**config.mk**
```make
export PLATFORM = sky130hd
export DESIGN_NAME = fetch_unit_flat
export DESIGN_NICKNAME = d
export VERILOG_FILES = /design/src/rtl/fetch_unit_pkg.sv /design/src/rtl/fetch_unit_if.sv /design/src/rtl/fetch_unit_pc_register.sv /design/src/rtl/fetch_unit.sv /design/src/flat_wrapper.sv
export SDC_FILE = /design/constraint.sdc
export NUM_CORES = 1
export LEC_CHECK = 0
export ABC_CLOCK_PERIOD_IN_PS = 3300
export CAP_MARGIN = 25
export CORE_UTILIZATION = 55
export DETAILED_ROUTE_END_ITERATION = 12
export PLACE_DENSITY_LB_ADDON = 0.2
export SLEW_MARGIN = 10
export SYNTH_ARGS = -nofsm -noshare
export SYNTH_HDL_FRONTEND = slang
export SYNTH_SLANG_ARGS = --single-unit
```
**constraint.sdc**
```tcl
create_clock -name Clk -period 3.3 [get_ports Clk]
set_clock_uncertainty 0.15 [all_clocks]
set_input_delay 0.825 -clock Clk [delete_from_list [all_inputs] [get_ports Clk]]
set_output_delay 0.825 -clock Clk [all_outputs]
set_load 0.005 [all_outputs]
```
**src/rtl/fetch_unit_pkg.sv**
```systemverilog
// Shared types and constants for the instruction-fetch stage.
package fetch_unit_pkg;

    typedef enum logic [1:0] {
        FETCH = 2'd0,
        HOLD  = 2'd1,
        DRAIN = 2'd2
    } fetchState_t;

    localparam logic [31:0] NOP              = 32'h0000_0000;
    localparam logic [31:0] DEFAULT_RESET_PC = 32'h0000_0000;

endpackage

```
**src/rtl/fetch_unit_if.sv**
```systemverilog
// Single-outstanding instruction-memory request/ready handshake.
interface fetch_unit_if #(
    parameter int ADDR_W = 32,
    parameter int DATA_W = 32
);
    logic              req;
    logic [ADDR_W-1:0] addr;
    logic              ready;
    logic [DATA_W-1:0] rdata;

    modport master (output req, output addr, input ready, input rdata);
    modport slave  (input req, input addr, output ready, output rdata);
endinterface

```
**src/rtl/fetch_unit_pc_register.sv**
```systemverilog
// Program counter: sync reset, enable, and a PC+4 / branch-target load mux.
module pc_register
    import fetch_unit_pkg::*;
#(
    parameter int               ADDR_W   = 32,
    parameter logic [ADDR_W-1:0] RESET_PC = ADDR_W'(DEFAULT_RESET_PC)
) (
    input  logic              Clk,
    input  logic              Reset,
    input  logic              enable,
    input  logic              loadTarget,
    input  logic [ADDR_W-1:0] target,
    output logic [ADDR_W-1:0] pc,
    output logic [ADDR_W-1:0] pcPlus4
);

    // Sequential PC never faults on overflow; it wraps modulo 2^ADDR_W.
    assign pcPlus4 = pc + ADDR_W'(4);

    // PC update: reset wins, then redirect target, else sequential advance.
    always_ff @(posedge Clk) begin
        if (Reset)
            pc <= RESET_PC;
        else if (enable)
            pc <= loadTarget ? target : pcPlus4;
    end

endmodule

```
**src/rtl/fetch_unit.sv**
```systemverilog
// Instruction-fetch stage: PC, IF/ID register, hold buffer and memory handshake.
//
// state | meaning
// FETCH | request outstanding at PC; handoff to IF/ID when data returns
// HOLD  | word fetched but ID stalled; word parked in hold buffer, no request
// DRAIN | redirected while a request was pending; wait out the stale reply
module fetch_unit
    import fetch_unit_pkg::*;
#(
    parameter int               ADDR_W   = 32,
    parameter int               DATA_W   = 32,
    parameter logic [ADDR_W-1:0] RESET_PC = ADDR_W'(DEFAULT_RESET_PC)
) (
    input  logic              Clk,
    input  logic              Reset,
    input  logic              PCWrite,
    input  logic              IFIDWrite,
    input  logic              BranchTaken,
    input  logic [ADDR_W-1:0] BranchTarget,
    fetch_unit_if.master      imem,
    output logic [DATA_W-1:0] IFID_Instr,
    output logic [ADDR_W-1:0] IFID_PCPlus4,
    output logic              IFID_Valid,
    output logic              FetchStall
);

    fetchState_t       state;
    logic [ADDR_W-1:0] pc;
    logic [ADDR_W-1:0] pcPlus4;
    logic [ADDR_W-1:0] drainAddr;
    logic [DATA_W-1:0] holdBuf;
    logic              handoff;
    logic              pcEnable;

    // A mismatched PCWrite/IFIDWrite pair is treated as a full stall.
    assign handoff  = PCWrite & IFIDWrite;
    assign pcEnable = BranchTaken
                    | (handoff & (((state == FETCH) & imem.ready) | (state == HOLD)));

    pc_register #(.ADDR_W(ADDR_W), .RESET_PC(RESET_PC)) pcReg (
        .Clk       (Clk),
        .Reset     (Reset),
        .enable    (pcEnable),
        .loadTarget(BranchTaken),
        .target    (BranchTarget),
        .pc        (pc),
        .pcPlus4   (pcPlus4)
    );

    // DRAIN keeps presenting the abandoned address so the request stays stable.
    assign imem.req   = ~Reset & (state != HOLD);
    assign imem.addr  = (state == DRAIN) ? drainAddr : pc;
    assign FetchStall = ~Reset & ((state == DRAIN) | ((state == FETCH) & ~imem.ready));

    // FSM, hold buffer and IF/ID register; redirect outranks stall and handoff.
    always_ff @(posedge Clk) begin
        if (Reset) begin
            state        <= FETCH;
            IFID_Instr   <= DATA_W'(NOP);
            IFID_PCPlus4 <= '0;
            IFID_Valid   <= 1'b0;
            holdBuf      <= DATA_W'(NOP);
            drainAddr    <= RESET_PC;
        end else if (BranchTaken) begin
            IFID_Instr   <= DATA_W'(NOP);
            IFID_PCPlus4 <= '0;
            IFID_Valid   <= 1'b0;
            holdBuf      <= DATA_W'(NOP);
            case (state)
                FETCH: begin
                    if (imem.ready) begin
                        state <= FETCH;
                    end else begin
                        state     <= DRAIN;
                        drainAddr <= pc;
                    end
                end
                HOLD:    state <= FETCH;
                DRAIN:   state <= DRAIN;
                default: state <= FETCH;
            endcase
        end else begin
            case (state)
                FETCH: begin
                    if (imem.ready) begin
                        if (handoff) begin
                            IFID_Instr   <= imem.rdata;
                            IFID_PCPlus4 <= pcPlus4;
                            IFID_Valid   <= 1'b1;
                        end else begin
                            holdBuf <= imem.rdata;
                            state   <= HOLD;
                        end
                    end else if (IFIDWrite) begin
                        IFID_Instr   <= DATA_W'(NOP);
                        IFID_PCPlus4 <= '0;
                        IFID_Valid   <= 1'b0;
                    end
                end
                HOLD: begin
                    if (handoff) begin
                        IFID_Instr   <= holdBuf;
                        IFID_PCPlus4 <= pcPlus4;
                        IFID_Valid   <= 1'b1;
                        state        <= FETCH;
                    end
                end
                DRAIN: begin
                    if (imem.ready)
                        state <= FETCH;
                end
                default: state <= FETCH;
            endcase
        end
    end

endmodule

```
**src/flat_wrapper.sv**
```systemverilog
// flat-port wrapper written by rule: the top's interface ports become plain ports
module fetch_unit_flat import fetch_unit_pkg::*;
#(
    parameter int               ADDR_W   = 32,
    parameter int               DATA_W   = 32,
    parameter logic [ADDR_W-1:0] RESET_PC = ADDR_W'(DEFAULT_RESET_PC)
)
  (Clk, Reset, PCWrite, IFIDWrite, BranchTaken, BranchTarget, IFID_Instr, IFID_PCPlus4, IFID_Valid, FetchStall, imem_req, imem_addr, imem_ready, imem_rdata);
  fetch_unit_if #(.ADDR_W(ADDR_W), .DATA_W(DATA_W)) imem_i ();
  input  logic Clk;
  input  logic Reset;
  input  logic PCWrite;
  input  logic IFIDWrite;
  input  logic BranchTaken;
  input  logic [ADDR_W-1:0] BranchTarget;
  output logic [DATA_W-1:0] IFID_Instr;
  output logic [ADDR_W-1:0] IFID_PCPlus4;
  output logic IFID_Valid;
  output logic FetchStall;
  output wire logic [$bits(imem_i.req)-1:0] imem_req;
  output wire logic [$bits(imem_i.addr)-1:0] imem_addr;
  input wire logic [$bits(imem_i.ready)-1:0] imem_ready;
  input wire logic [$bits(imem_i.rdata)-1:0] imem_rdata;
  assign imem_req = imem_i.req;
  assign imem_addr = imem_i.addr;
  assign imem_i.ready = imem_ready;
  assign imem_i.rdata = imem_rdata;
  fetch_unit #(.ADDR_W(ADDR_W), .DATA_W(DATA_W), .RESET_PC(RESET_PC)) u_core (.Clk(Clk), .Reset(Reset), .PCWrite(PCWrite), .IFIDWrite(IFIDWrite), .BranchTaken(BranchTaken), .BranchTarget(BranchTarget), .imem(imem_i), .IFID_Instr(IFID_Instr), .IFID_PCPlus4(IFID_PCPlus4), .IFID_Valid(IFID_Valid), .FetchStall(FetchStall));
endmodule
```
==> impl_metrics.py <==
metrics = {
    "outcome": {
        "status": "completed",
    },
    "floorplanning": {
        "io_pins": 169,
        "die_w_um": 119,
        "initial_core_util": 0.566,
        "dieHeight_um": 119,
        "core_area_um2": 13200,
        "num_rows": 42,
        "die_area_um2": 14100,
    },
    "logic_synthesis": {
        "syn_area_um2": 7490,
        "synth_area_leader_cell": "dfxtp_1",
        "yosys.area.top_type_share": 0.435,
        "ys_seq_area_frac": 0.435,
        "synth-seq-cells": 163,
        "synth_nets": 1000,
        "syn_inst": 929,
        "synth_edf_count": 0,
        "ys.flop_type": "dfxtp_1",
        "synth_cell_type_count": 55,
        "syn_avg_cell_area_um2": 8.07,
        "async_flop_share": 0,
        "synth_area_leaders": "dfxtp_1, nand2_1, a21oi_1, mux2_2, nor2_1",
        "yosysWarningCount": 0,
    },
    "clock_network": {
        "cts_tree": "yes",
        "cts.sinks": 163,
        "ctsHoldBuffers": 0,
        "clk_pin_slew_ns": 0.06,
        "clockBufferDepth": 2,
        "cts_made_buffers": 17,
        "root_buffer": "clkbuf_16",
        "clock_latency_ns": 0.42,
        "h-tree-depth": 4,
    },
    "placed_design": {
        "io_buffers": 168,
        "dp.final_hpwl_mm": 13.3,
        "gp_congestion": 0.822,
    },
    "final_layout": {
        "drive_gt1_frac": 0.104,
        "final_cell_mix": "nand2_1, clkdlybuf4s50_1, dfxtp_1",
        "syn2layout_area_growth_pct": 30.6,
        "final_common_cell": "nand2_1",
        "diodes": 0,
        "regArea_um2": 3260,
        "fillerInstances": 1023,
        "fin_util": 0.739,
        "final_nets": 1122,
        "multi_input_area_um2": 3820,
    },
    "timing": {
        "hold_viol_final": 0,
        "tightest_slew_ns": 0.982,
        "finalSetupTns_ns": 0,
        "whs_ns": 0.302,
        "rsz0062_at_grt": "no",
        "fin_crit_sh": 0.943,
        "fmax_mhz": 321,
        "report.final.slew_viol_count": 0,
        "max-slew-margin-rel": 0.345,
        "setup_violations": 0,
        "finalCriticalPeriod_ns": 3.11,
    },
    "routing": {
        "final_antenna_net_count": 0,
        "vias_per_cell": 5.70,
        "wl_per_cell_um": 16.4,
        "drt_iter0_drc": 639,
        "vias": 7062,
        "postRouteWirelength_mm": 20.3,
        "drtPass1Iterations": 5,
        "remaining_drc_errors": 0,
    },
    "global_routing": {
        "grt_pass1_vias": 6599,
        "antenna_found_initial": 0,
        "grt_pass1_wl_mm": 33.1,
        "overflow": 0,
        "grt_max_degree": 66,
        "grt.total_usage": 0.294,
    },
    "setup_path": {
        "cp_slowest_stage_delay_ns": 0.48,
        "crit_fanout": 18,
        "cp_cell_sequence": "inv_1 > nor2_4 > buf_12 > mux2_2 > clkdlybuf4s50_1",
        "cp.required_ns": 2.32,
        "end_kind": "output port",
        "cp_slowest_cell": "clkdlybuf4s50_1",
        "path_class": "reg2out",
        "worstPathArrival_ns": 2.14,
        "cp-start-kind": "flip-flop",
    },
    "min_path": {
        "hp-class": "reg2reg",
    },
    "power_and_ir_drop": {
        "powerDensity_nw_per_um2": 471,
        "max-vdd-ir-drop_mv": 0.307,
        "p_total_uw": 4610,
        "p_leak_uw": 0.00334,
    },
    "flow_run": {
        "maxCapViolCount": 0,
    },
}
[cell usage after synthesis, types with 2 or more instances]
master and instances:
nand2_1 211, dfxtp_1 163, nor2_1 90, a21oi_1 76, clkbuf_1 55, nand3_1 41, a311oi_1 35, a211oi_1 34
xnor2_1 33, mux2_2 30, buf_2 27, xor2_1 18, o21ai_0 17, nor3_1 15, nand4_1 9, nor4_1 8
and2_1 4, inv_1 4, nand3_2 4, and3_1 3, and4_1 3, buf_1 3, buf_4 3, mux2i_1 3
a21o_1 2, and3_2 2, buf_6 2, nand4_4 2, nor2b_1 2, nor4_2 2, nor4b_1 2, o21bai_1 2
or3_1 2
[path summary, 6_finish.rpt]
kind | start | slack, ns | endpoint | cells past startpoint
worst max-delay path | u_core.state[1]$_SDFFE_PP0P_ | 0.19 | imem_addr[1] | 5
worst min-delay path | u_core.IFID_PCPlus4[16]$_SDFFE_PP0P_ | 0.30 | u_core.IFID_PCPlus4[16]$_SDFFE_PP0P_ | 2
worst max register to register | u_core.pcReg.pc[2]$_SDFFE_PP0P_ | 0.53 | u_core.pcReg.pc[30]$_SDFFE_PP0P_ | 7
worst min register to register | u_core.IFID_PCPlus4[16]$_SDFFE_PP0P_ | 0.30 | u_core.IFID_PCPlus4[16]$_SDFFE_PP0P_ | 2
[where the power goes]
part | switching, uW | internal [uW] | total, uW | leakage, uW
registers | 85.3 | 2040 | 2130 | 0.00133
logic | 301 | 307 | 608 | 0.00172
clock network | 767 | 1110 | 1880 | 0.000285
[metrics by stage]
stage               instances  setup WS, ns  area (um2)
floorplan                 929         0.817        7490
detailed placement       1207        0.0464        9210
global placement         1207         0.145        9210
global route             1240        0.0671        9780
finish                   1240         0.188        9780
CTS                      1240         0.119        9780
[kinds of logic after synthesis]
logic type | share of synthesized area
buffers and inverters | 0.0563
xor gates and xnor gates | 0.0596
and+or+nand+nor | 0.249
adders and majority gates | 0.00301
muxes | 0.0491
AOI/OAI and AO/OA | 0.147
DFF | 0.435
[final cells by class]
class | count | share of cell area
sequential | 163 | 0.334
clock buffer | 22 | 0.0495
clock inverter | 10 | 0.00831
inverter | 5 | 0.00192
timing repair buffer | 194 | 0.194
tap | 176 | 0.0225
multi-input combinational | 670 | 0.390
[state kept, by name (all words and copies together) (netlist names)]
register / flops
u_core.holdBuf: 32
u_core.IFID_PCPlus4: 32
u_core.state: 2
u_core.pcReg.pc: 32
u_core.IFID_Instr: 32
u_core.IFID_Valid: 1
u_core.drainAddr: 32
[layer usage]
layer  global-route usage  routed length [um]  part of all wire  vias to the layer above
li1                     -                   -                 -                     3425
met1                0.396                8970              0.44                     3334
met2                0.456                9510              0.47                      268
met3               0.0642                1430             0.070                       35
met4                0.115                 423             0.021                        0
met5                    0                   0                 0                        -
[critical path: cells and delay by family (launching register included)]
family        cells  cell delay, ns
simple gates      1            0.18
mux               1            0.34
buf+inv           3            0.81
flops             1            0.38
[timing repair]
item / CTS / global route
setup buffers: 1 / 0
pin swaps: 1 / 0
setup endpoints to repair: 23 / 5
resized for setup: 0 / 1
Power figures use the tool's default switching activity.
